**src/rtl/cmplx_sqrt_dispatcher_pkg.sv**
```systemverilog
// Shared types and default sizes for the complex square-root dispatcher.
// The dispatcher FSM encoding is fixed so it can be read directly from waveforms.
package cmplx_sqrt_dispatcher_pkg;

    typedef enum logic [1:0] {
        ST_IDLE  = 2'd0,
        ST_ISSUE = 2'd1,
        ST_WAIT  = 2'd2,
        ST_HOLD  = 2'd3
    } disp_state_t;

    localparam int DEF_DW      = 16;
    localparam int DEF_NW      = 8;
    localparam int DEF_TIMEOUT = 255;
    localparam int DEF_TW      = 8;

endpackage

```
**src/rtl/cmplx_sample_fifo.sv**
```systemverilog
// Small synchronous FIFO holding packed {N, x, y} samples for the dispatcher.
// The head entry is presented combinationally; the consumer registers it on pop.
module cmplx_sample_fifo #(
    parameter int WIDTH = 40,
    parameter int DEPTH = 4
) (
    input  logic                       clk,
    input  logic                       rst,
    input  logic                       wr_en,
    input  logic [WIDTH-1:0]           wr_data,
    input  logic                       rd_en,
    output logic [WIDTH-1:0]           rd_data,
    output logic                       full,
    output logic                       empty,
    output logic [$clog2(DEPTH):0]     count
);
    import cmplx_sqrt_dispatcher_pkg::*;

    localparam int AW = $clog2(DEPTH);
    localparam int CW = AW + 1;

    logic [WIDTH-1:0] mem_reg [DEPTH];
    logic [AW-1:0]    wr_ptr_reg, wr_ptr_next;
    logic [AW-1:0]    rd_ptr_reg, rd_ptr_next;
    logic [CW-1:0]    count_reg, count_next;
    logic [DEPTH-1:0] entry_we;
    logic             do_push;
    logic             do_pop;

    assign full    = (count_reg == CW'(DEPTH));
    assign empty   = (count_reg == '0);
    assign count   = count_reg;
    assign rd_data = mem_reg[rd_ptr_reg];

    // A push while full is dropped, so the source keeps its sample.
    assign do_push = wr_en && !full;
    assign do_pop  = rd_en && !empty;

    for (genvar gi = 0; gi < DEPTH; gi++) begin : g_entry_we
        assign entry_we[gi] = do_push && (wr_ptr_reg == AW'(gi));
    end

    always_ff @(posedge clk) begin
        for (int i = 0; i < DEPTH; i++) begin
            if (entry_we[i]) begin
                mem_reg[i] <= wr_data;
            end
        end
    end

    // Depth is a power of two, so the pointers wrap on natural overflow.
    always_comb begin
        wr_ptr_next = wr_ptr_reg;
        rd_ptr_next = rd_ptr_reg;
        count_next  = count_reg;
        if (do_push) begin
            wr_ptr_next = wr_ptr_reg + 1'b1;
        end
        if (do_pop) begin
            rd_ptr_next = rd_ptr_reg + 1'b1;
        end
        case ({do_push, do_pop})
            2'b10:   count_next = count_reg + 1'b1;
            2'b01:   count_next = count_reg - 1'b1;
            default: count_next = count_reg;
        endcase
    end

    always_ff @(posedge clk or negedge rst) begin
        if (!rst) begin
            wr_ptr_reg <= '0;
            rd_ptr_reg <= '0;
            count_reg  <= '0;
        end else begin
            wr_ptr_reg <= wr_ptr_next;
            rd_ptr_reg <= rd_ptr_next;
            count_reg  <= count_next;
        end
    end

endmodule

```
**src/rtl/cmplx_sqrt_dispatcher.sv**
```systemverilog
// Feeds buffered complex samples to the square-root core one job at a time and
// returns each result (or a zeroed, timeout-flagged result) on a valid/ready stream.
module cmplx_sqrt_dispatcher
    import cmplx_sqrt_dispatcher_pkg::*;
#(
    parameter int DW         = DEF_DW,
    parameter int NW         = DEF_NW,
    parameter int FIFO_DEPTH = 4,
    parameter int TIMEOUT    = DEF_TIMEOUT,
    parameter int TW         = DEF_TW
) (
    input  logic                          clk,
    input  logic                          rst,
    input  logic                          s_valid,
    output logic                          s_ready,
    input  logic [DW-1:0]                 s_x,
    input  logic [DW-1:0]                 s_y,
    input  logic [NW-1:0]                 s_N,
    output logic                          sq_start,
    output logic [DW-1:0]                 sq_x,
    output logic [DW-1:0]                 sq_y,
    output logic [NW-1:0]                 sq_N,
    input  logic                          sq_valid,
    input  logic [DW-1:0]                 sq_real,
    input  logic [DW-1:0]                 sq_img,
    output logic                          m_valid,
    input  logic                          m_ready,
    output logic [DW-1:0]                 m_real,
    output logic [DW-1:0]                 m_img,
    output logic                          m_timeout,
    output logic                          busy,
    output logic [$clog2(FIFO_DEPTH):0]   fifo_count
);

    localparam int FW = NW + 2 * DW;

    disp_state_t    state_reg, state_next;
    logic [DW-1:0]  sq_x_reg, sq_x_next;
    logic [DW-1:0]  sq_y_reg, sq_y_next;
    logic [NW-1:0]  sq_n_reg, sq_n_next;
    logic [DW-1:0]  m_real_reg, m_real_next;
    logic [DW-1:0]  m_img_reg, m_img_next;
    logic           m_timeout_reg, m_timeout_next;
    logic [TW-1:0]  tmo_cnt_reg, tmo_cnt_next;
    logic [TW-1:0]  tmo_cnt_inc;
    logic           armed_reg, armed_next;

    logic           fifo_pop;
    logic           fifo_full;
    logic           fifo_empty;
    logic [FW-1:0]  fifo_rd_data;

    cmplx_sample_fifo #(
        .WIDTH (FW),
        .DEPTH (FIFO_DEPTH)
    ) u_fifo (
        .clk     (clk),
        .rst     (rst),
        .wr_en   (s_valid),
        .wr_data ({s_N, s_x, s_y}),
        .rd_en   (fifo_pop),
        .rd_data (fifo_rd_data),
        .full    (fifo_full),
        .empty   (fifo_empty),
        .count   (fifo_count)
    );

    assign s_ready     = !fifo_full;
    assign sq_start    = (state_reg == ST_ISSUE);
    assign m_valid     = (state_reg == ST_HOLD);
    assign busy        = (state_reg != ST_IDLE) || !fifo_empty;
    assign sq_x        = sq_x_reg;
    assign sq_y        = sq_y_reg;
    assign sq_N        = sq_n_reg;
    assign m_real      = m_real_reg;
    assign m_img       = m_img_reg;
    assign m_timeout   = m_timeout_reg;
    assign tmo_cnt_inc = tmo_cnt_reg + 1'b1;

    always_comb begin
        state_next     = state_reg;
        sq_x_next      = sq_x_reg;
        sq_y_next      = sq_y_reg;
        sq_n_next      = sq_n_reg;
        m_real_next    = m_real_reg;
        m_img_next     = m_img_reg;
        m_timeout_next = m_timeout_reg;
        tmo_cnt_next   = tmo_cnt_reg;
        armed_next     = armed_reg;
        fifo_pop       = 1'b0;

        case (state_reg)
            ST_IDLE: begin
                if (!fifo_empty) begin
                    fifo_pop   = 1'b1;
                    sq_n_next  = fifo_rd_data[FW-1 -: NW];
                    sq_x_next  = fifo_rd_data[2*DW-1 -: DW];
                    sq_y_next  = fifo_rd_data[DW-1:0];
                    state_next = ST_ISSUE;
                end
            end
            ST_ISSUE: begin
                tmo_cnt_next = '0;
                armed_next   = 1'b0;
                state_next   = ST_WAIT;
            end
            ST_WAIT: begin
                // A valid still high from the previous job is ignored until
                // the core has been seen to drop it at least once.
                if (!sq_valid) begin
                    armed_next = 1'b1;
                end
                if (armed_reg && sq_valid) begin
                    m_real_next    = sq_real;
                    m_img_next     = sq_img;
                    m_timeout_next = 1'b0;
                    state_next     = ST_HOLD;
                end else begin
                    tmo_cnt_next = tmo_cnt_inc;
                    if (tmo_cnt_inc == TW'(TIMEOUT)) begin
                        m_real_next    = '0;
                        m_img_next     = '0;
                        m_timeout_next = 1'b1;
                        state_next     = ST_HOLD;
                    end
                end
            end
            ST_HOLD: begin
                if (m_ready) begin
                    state_next = ST_IDLE;
                end
            end
            default: begin
                state_next = ST_IDLE;
            end
        endcase
    end

    always_ff @(posedge clk or negedge rst) begin
        if (!rst) begin
            state_reg     <= ST_IDLE;
            sq_x_reg      <= '0;
            sq_y_reg      <= '0;
            sq_n_reg      <= '0;
            m_real_reg    <= '0;
            m_img_reg     <= '0;
            m_timeout_reg <= 1'b0;
            tmo_cnt_reg   <= '0;
            armed_reg     <= 1'b0;
        end else begin
            state_reg     <= state_next;
            sq_x_reg      <= sq_x_next;
            sq_y_reg      <= sq_y_next;
            sq_n_reg      <= sq_n_next;
            m_real_reg    <= m_real_next;
            m_img_reg     <= m_img_next;
            m_timeout_reg <= m_timeout_next;
            tmo_cnt_reg   <= tmo_cnt_next;
            armed_reg     <= armed_next;
        end
    end

endmodule

```
**config.mk**
```make
export PLATFORM = sky130hd
export DESIGN_NAME = cmplx_sqrt_dispatcher
export DESIGN_NICKNAME = d
export VERILOG_FILES = /design/src/rtl/cmplx_sqrt_dispatcher_pkg.sv /design/src/rtl/cmplx_sample_fifo.sv /design/src/rtl/cmplx_sqrt_dispatcher.sv
export SDC_FILE = /design/constraint.sdc
export NUM_CORES = 1
export LEC_CHECK = 0
export ABC_AREA = 1
export CORE_ASPECT_RATIO = 0.5
export CORE_MARGIN = 2
export CORE_UTILIZATION = 40
export DETAILED_ROUTE_END_ITERATION = 8
export PLACE_DENSITY = 0.73
export SKIP_LAST_GASP = 1
export SLEW_MARGIN = 20
export SYNTH_ARGS = -nofsm -noshare
export SYNTH_HDL_FRONTEND = slang
export SYNTH_SLANG_ARGS = --single-unit
```
**constraint.sdc**
```tcl
create_clock -name clk -period 3.97 [get_ports clk]
set_input_delay 0.794 -clock clk [delete_from_list [all_inputs] [get_ports clk]]
set_output_delay 0.794 -clock clk [all_outputs]
set_load 0.005 [all_outputs]
```
; Word level (Yosys, flattened, before mapping)
; Memory sizes are Yosys's and may differ from the RTL's. A register that Yosys moved wholly into a read port is not among the register bits.
; Index checks and enable logic that the tools add are counted.
[totals]
ff_bits = 51
latchBits = 0
ram_bits = 160
rom_bits = 0
inputBits = 77
word_cells = 91
mem_count = 1
[op_classes]
n_addsub = 5
n_mul = 0
div = 0
n_lt_le_gt_ge = 0
eq_ne = 15
shifts = 0
mux = 34
n_bitwise = 1
n_reduce_logical = 26
[memory_table]
columns = memory, depth, width, rd, rd_ports_with_merged_regs, wr, line_no
row1 = u_fifo.mem_reg, 4, 40, 1, 1, 1, cmplx_sample_fifo.sv:22  ; logic [WIDTH-1:0] mem_reg [DEPTH];
[op_table]
columns = operator, n
row1 = 40-bit two-way mux, 3
row2 = 40-bit OR reduction, 3
row3 = 16-bit two-way mux, 3
row4 = 1-bit two-way mux, 16
row5 = 8-bit one-hot mux with 2 select lines, 1
row6 = 2-bit two-way mux, 7
row7 = "2-bit == test, second input constant", 5
row8 = "8-bit by 1-bit adder with 8-bit output, second input constant", 1
row9 = "8-bit == test, second input constant", 1
row10 = 8-bit two-way mux, 1
row11 = 2-bit one-hot mux with 4 select lines, 1
row12 = 2-bit AND reduction, 4
row13 = 2-bit nonzero test, 4
row14 = 1-bit logical AND, 7
row15 = "2-bit by 1-bit == test with 1-bit output, second input constant", 3
row16 = "2-bit inequality test, second input constant", 3
row17 = 3-bit one-hot mux with 2 select lines, 1
row18 = "2-bit by 1-bit adder with 2-bit output, second input constant", 2
row19 = 2-bit zero test, 2
row20 = "3-bit by 1-bit adder with 3-bit output, second input constant", 1
row21 = "3-bit == test, second input constant", 1
row22 = 1-bit zero test, 3
row23 = 3-bit zero test, 1
row24 = "3-bit inequality test, second input constant", 1
row25 = other kinds (6), 6

; Depth between registers and ports, before layout
[depth]
ltp_word = 10
ltp_mapped = 13
depth_no_buf = 12

; Hierarchy
; From an unflattened synthesis, not the netlist that was laid out.
[hier_totals]
hier_cells = 932
hier_area_um2 = 10395.0
[modules_own_cells]
columns = mod, n_inst, cells_each, area_each_um2
row1 = cmplx_sample_fifo, 1, 528, 6901.6
row2 = cmplx_sqrt_dispatcher, 1, 404, 3493.4

; Worst setup path before layout
; Ideal clock, no wire load.
[synth_path]
path_type = input to register
startpoint = in s_valid
endpoint = mem u_fifo.mem_reg[0][0] (enable)
t_arrival_ps = 2660
t_required_ps = 3532
setup_slack_ps = 873
cell_stages = 2
n_path_buf = 0
path_cell_list = nand2_1 > nor2_1
[synth_via]
elab_cells_between_ends = 22
[synth_rtl]
columns = item, line_no
row1 = start: declaration, cmplx_sqrt_dispatcher.sv:14  ; input logic s_valid,
row2 = 1-bit logical AND, cmplx_sample_fifo.sv:36  ; assign do_push = wr_en && !full;
row3 = 1-bit logical AND, cmplx_sample_fifo.sv:40  ; assign entry_we[gi] = do_push && (wr_ptr_reg == AW'(gi));
row4 = net u_fifo.entry_we[0], cmplx_sample_fifo.sv:26  ; logic [DEPTH-1:0] entry_we;
row5 = 1-bit two-way mux, cmplx_sample_fifo.sv:45  ; if (entry_we[i]) begin
row6 = 1-bit two-way mux (not written as such), cmplx_sample_fifo.sv:46  ; mem_reg[i] <= wr_data;
row7 = 1-bit two-way mux (no source line) (3 in series), --
row8 = end: declaration, cmplx_sample_fifo.sv:22
; The timed path passes the listed nets, and every way through them passes these cells.

; Final worst setup path
[layout_path]
startpoint = reg state_reg[0]
endpoint = out busy
[layout_via]
elab_chain_cells = 2
[layout_rtl]
columns = item, line_no
row1 = start: declaration, cmplx_sqrt_dispatcher.sv:37  ; disp_state_t state_reg, state_next;
row2 = start signal: assignment, cmplx_sqrt_dispatcher.sv:151  ; state_reg <= state_next;
row3 = 2-bit nonzero test, cmplx_sqrt_dispatcher.sv:71  ; assign busy = (state_reg != ST_IDLE) || !fifo_empty;
row4 = 1-bit logical OR, cmplx_sqrt_dispatcher.sv:71
row5 = end: declaration, cmplx_sqrt_dispatcher.sv:31  ; output logic busy,
; No other way between the ends.

==> summary.txt <==
CTS
  • TritonCTS clock tree: built
  • Number of hold buffers added after cts: 0
  • Clk sink count: 251
  • CTS Buf Count: 24
  • Root Buffer: clkbuf_16
  • Cts repair resizes: 0
  • Clk_lat worst skew: between 0.5 and 0.6 ns
  • Postcts setup bufs: 0
  • Max Root-Sink Buffers: 3
  • Clock slew at reported path FFs: roughly 0.060 ns
  • H-tree levels: 1

Yosys
  • Yosys top cell area share: 0.4945
  • Mapped Cells: ~840
  • Cell with the most instances after synthesis: nor2_1
  • Synth top cells by count: nor2_1, edfxtp_1, nand2_1, dfrtp_1, o21ai_0
  • Seq cells post-synth: around 250
  • Mean Syn Cell Area: about 12 um2
  • Mapped cell area: around 9700 um2
  • Seq/Total Area, Yosys: 0.7288
  • Dominant synthesized flop cell: edfxtp_1
  • Syn nets: around 930
  • Cell taking the most area after synthesis: edfxtp_1
  • Ys async rst share: 0.3625
  • Syn. warnings: 0
  • Ranking of synthesized cells by area: edfxtp_1, dfrtp_1, nor2_1
  • Post-synth EDFFs: 160
  • Synth cell types: 27

Timing
  • Fin Setup TNS: 0 ns
  • Worst-margin pin slew: about 0.86 ns
  • Post-route clock period utilization: 0.6865
  • Crit path time final: 2.725 ns
  • Fmax: approximately 370 MHz
  • RSZ-0062 raised after global routing: no
  • Final setup vio count: 0
  • Clk_skew: roughly 0.025 ns
  • Hold Fails Final Rpt: 0
  • Slew Limit Fails: 0
  • Slew headroom: 0.4247
  • Min setup slack post-route: 1.245 ns

Global routing
  • Global Route Usage Sum: 0.1623
  • Total grt overflow: 0
  • Antenna violations before repair: 0
  • First-pass GRT wire length: 33170 um
  • Number of global-route vias before repair: around 6500
  • Largest net degree at the start of global routing: roughly 80

Pwr
  • Peak VDD IR: ~0.6 mV
  • Leakage: ~4.7 nW
  • Comb power frac: 0.341
  • Tot Pwr: just over 0.009 W
  • Clock power share: 0.238
  • Sw Share: 0.3351
  • Internal power: roughly 0.0062 W
  • Sequential group share of total power: 0.421
  • Net switching power figure: 0.003119 W
  • Power density cells: around 750 nW/um2

Worst setup path
  • CP required: between 3 and 4 ns
  • Worst Path Arrival: just under 2 ns
  • Worst Setup End Kind: output pin
  • CP max FO: 4
  • R2R setup slack: about 1.7 ns
  • Startpoint types: flip-flop
  • Crit Path Category: reg -> out

Die
  • Full die area: approximately 26000 um2
  • Core area: 23920 um2
  • Starting density of the core: 0.4062
  • Die width: between 200 and 250 um
  • # rows: 40
  • I/O Pins: 157
  • Die Y: 114.2 um

Cells and area
  • Post-Layout Cell Count: around 1300
  • Area delta synth->final: 27.63%
  • Final Util: 0.5184
  • Register area: around 7100 um2
  • Multi-input logic area: 2384 um2
  • Max reg flops: 160
  • Share of cells above drive strength 1: 0.06548
  • Fill count: roughly 2000
  • N_diodes: 0
  • Layout Nets: approximately 1100

Drt
  • Antenna viol nets, final: 0
  • TritonRoute pass-1 iters: 5
  • Routed len/inst: 15.75 um
  • DRC Markers: 0
  • Total vias in the final route: 6468
  • DR iter-0 viols: between 400 and 500
  • Routed WL: approximately 21000 um
  • Post-DR vias/cell: about 4.9

Placed design
  • Port Buffers: approximately 160
  • Inst Count DP: approximately 1300
  • Hpwl dp: between 10000 and 15000 um
  • Setup slack at placement: about 1.1 ns
  • GPL Wtd Cong: about 0.74

Outcome
  • Status: finished clean

Min path
  • Hold Crit Class: in -> async

Flow run
  • Max-cap violation count: 0
==> placed cells by master, fill, tap and decap left out, types with 2 or more instances in the layout <==
cell type	synthesis	layout
a21oi_1	2	2
a31oi_1	40	40
buf_4	0	13
clkbuf_1	32	4
clkbuf_16	0	24
clkbuf_8	0	2
clkdlybuf4s50_1	0	155
clkinv_1	0	2
clkinv_2	0	5
clkinv_4	0	2
dfrtp_1	91	90
edfxtp_1	160	160
ha_1	12	12
inv_1	27	27
nand2_1	130	130
nand2_2	3	3
nand3_1	9	9
nand4_1	3	3
nor2_1	214	209
nor2_2	1	2
nor2_4	0	4
o21ai_0	87	87
o21ai_1	2	2
o22ai_1	4	4
xor2_1	3	3
==> cells by family (layout without fill, tap and decap cells) <==
| group | Yosys count | after routing | synth area share |
|---|---|---|---|
| fa+ha+maj | 13 | 13 | 0.01751 |
| flops | 251 | 251 | 0.7288 |
| compound gates | 136 | 136 | 0.07597 |
| buf+inv | 69 | 241 | 0.02923 |
| simple gates | 363 | 363 | 0.1449 |
| xor+xnor | 4 | 4 | 0.003606 |
==> layer usage <==
metal | wire (um) | part of all wire | up-vias | global-route usage
met2 | 10380 | 0.50 | 167 | 0.2894
met3 | 1176 | 0.056 | 30 | 0.02977
met5 | 0 | 0 | - | 0
li1 | - | - | 3140 | -
met1 | 8855 | 0.42 | 3131 | 0.2072
met4 | 435 | 0.021 | 0 | 0.04018
==> power groups by stage <==
| stage | clock network (W) | logic (W) | registers, W |
|---|---|---|---|
| after floorplan | 0 | 0.00174 | 0.00394 |
| final | 0.00222 | 0.00317 | 0.00392 |
| after CTS | 0.00226 | 0.00322 | 0.00392 |
| after detailed placement | 0 | 0.00321 | 0.00397 |
| after global routing | 0.00237 | 0.00359 | 0.00399 |
| after global placement | 0 | 0.00311 | 0.00394 |
==> worst max-delay path, cell delays in order (launching register included) <==
cell	delay, ns
dfrtp_1	0.40
inv_1	0.10
ha_1	0.22
nand4_1	0.15
clkdlybuf4s50_1	0.54
==> through the flow <==
step / cell area (um2) / hold slack, ns
2_1_floorplan: 9717 / 0.4529
3_3_place_gp: 11620 / 0.4539
3_5_place_dp: 11620 / 0.4619
4_1_cts: 12400 / 0.1543
5_1_grt: 12400 / 0.1688
6_report: 12400 / 0.1597
==> area by class of cell <==
cell class,count,share of cell area
multi-input combinational,516,0.1922
clock buffer,30,0.05186
tap,315,0.03178
timing repair buffer,168,0.1330
sequential,251,0.5711
inverter,29,0.008979
clock inverter,14,0.01110
==> final timing paths <==
| path | depth (start not counted) | to | from |
|---|---|---|---|
| min | 1 | sq_y[1] | rst |
| max | 4 | busy | state_reg[0] |
| min reg2reg | 2 | m_real[14] | m_real[14] |
| max in group asynchronous | 2 | m_img[1] | rst |
| min in group clk | 2 | m_real[14] | m_real[14] |
| max reg2reg | 9 | u_fifo.count[2] | u_fifo.count[0] |
Note: power is estimated with default switching activity, not from simulation.
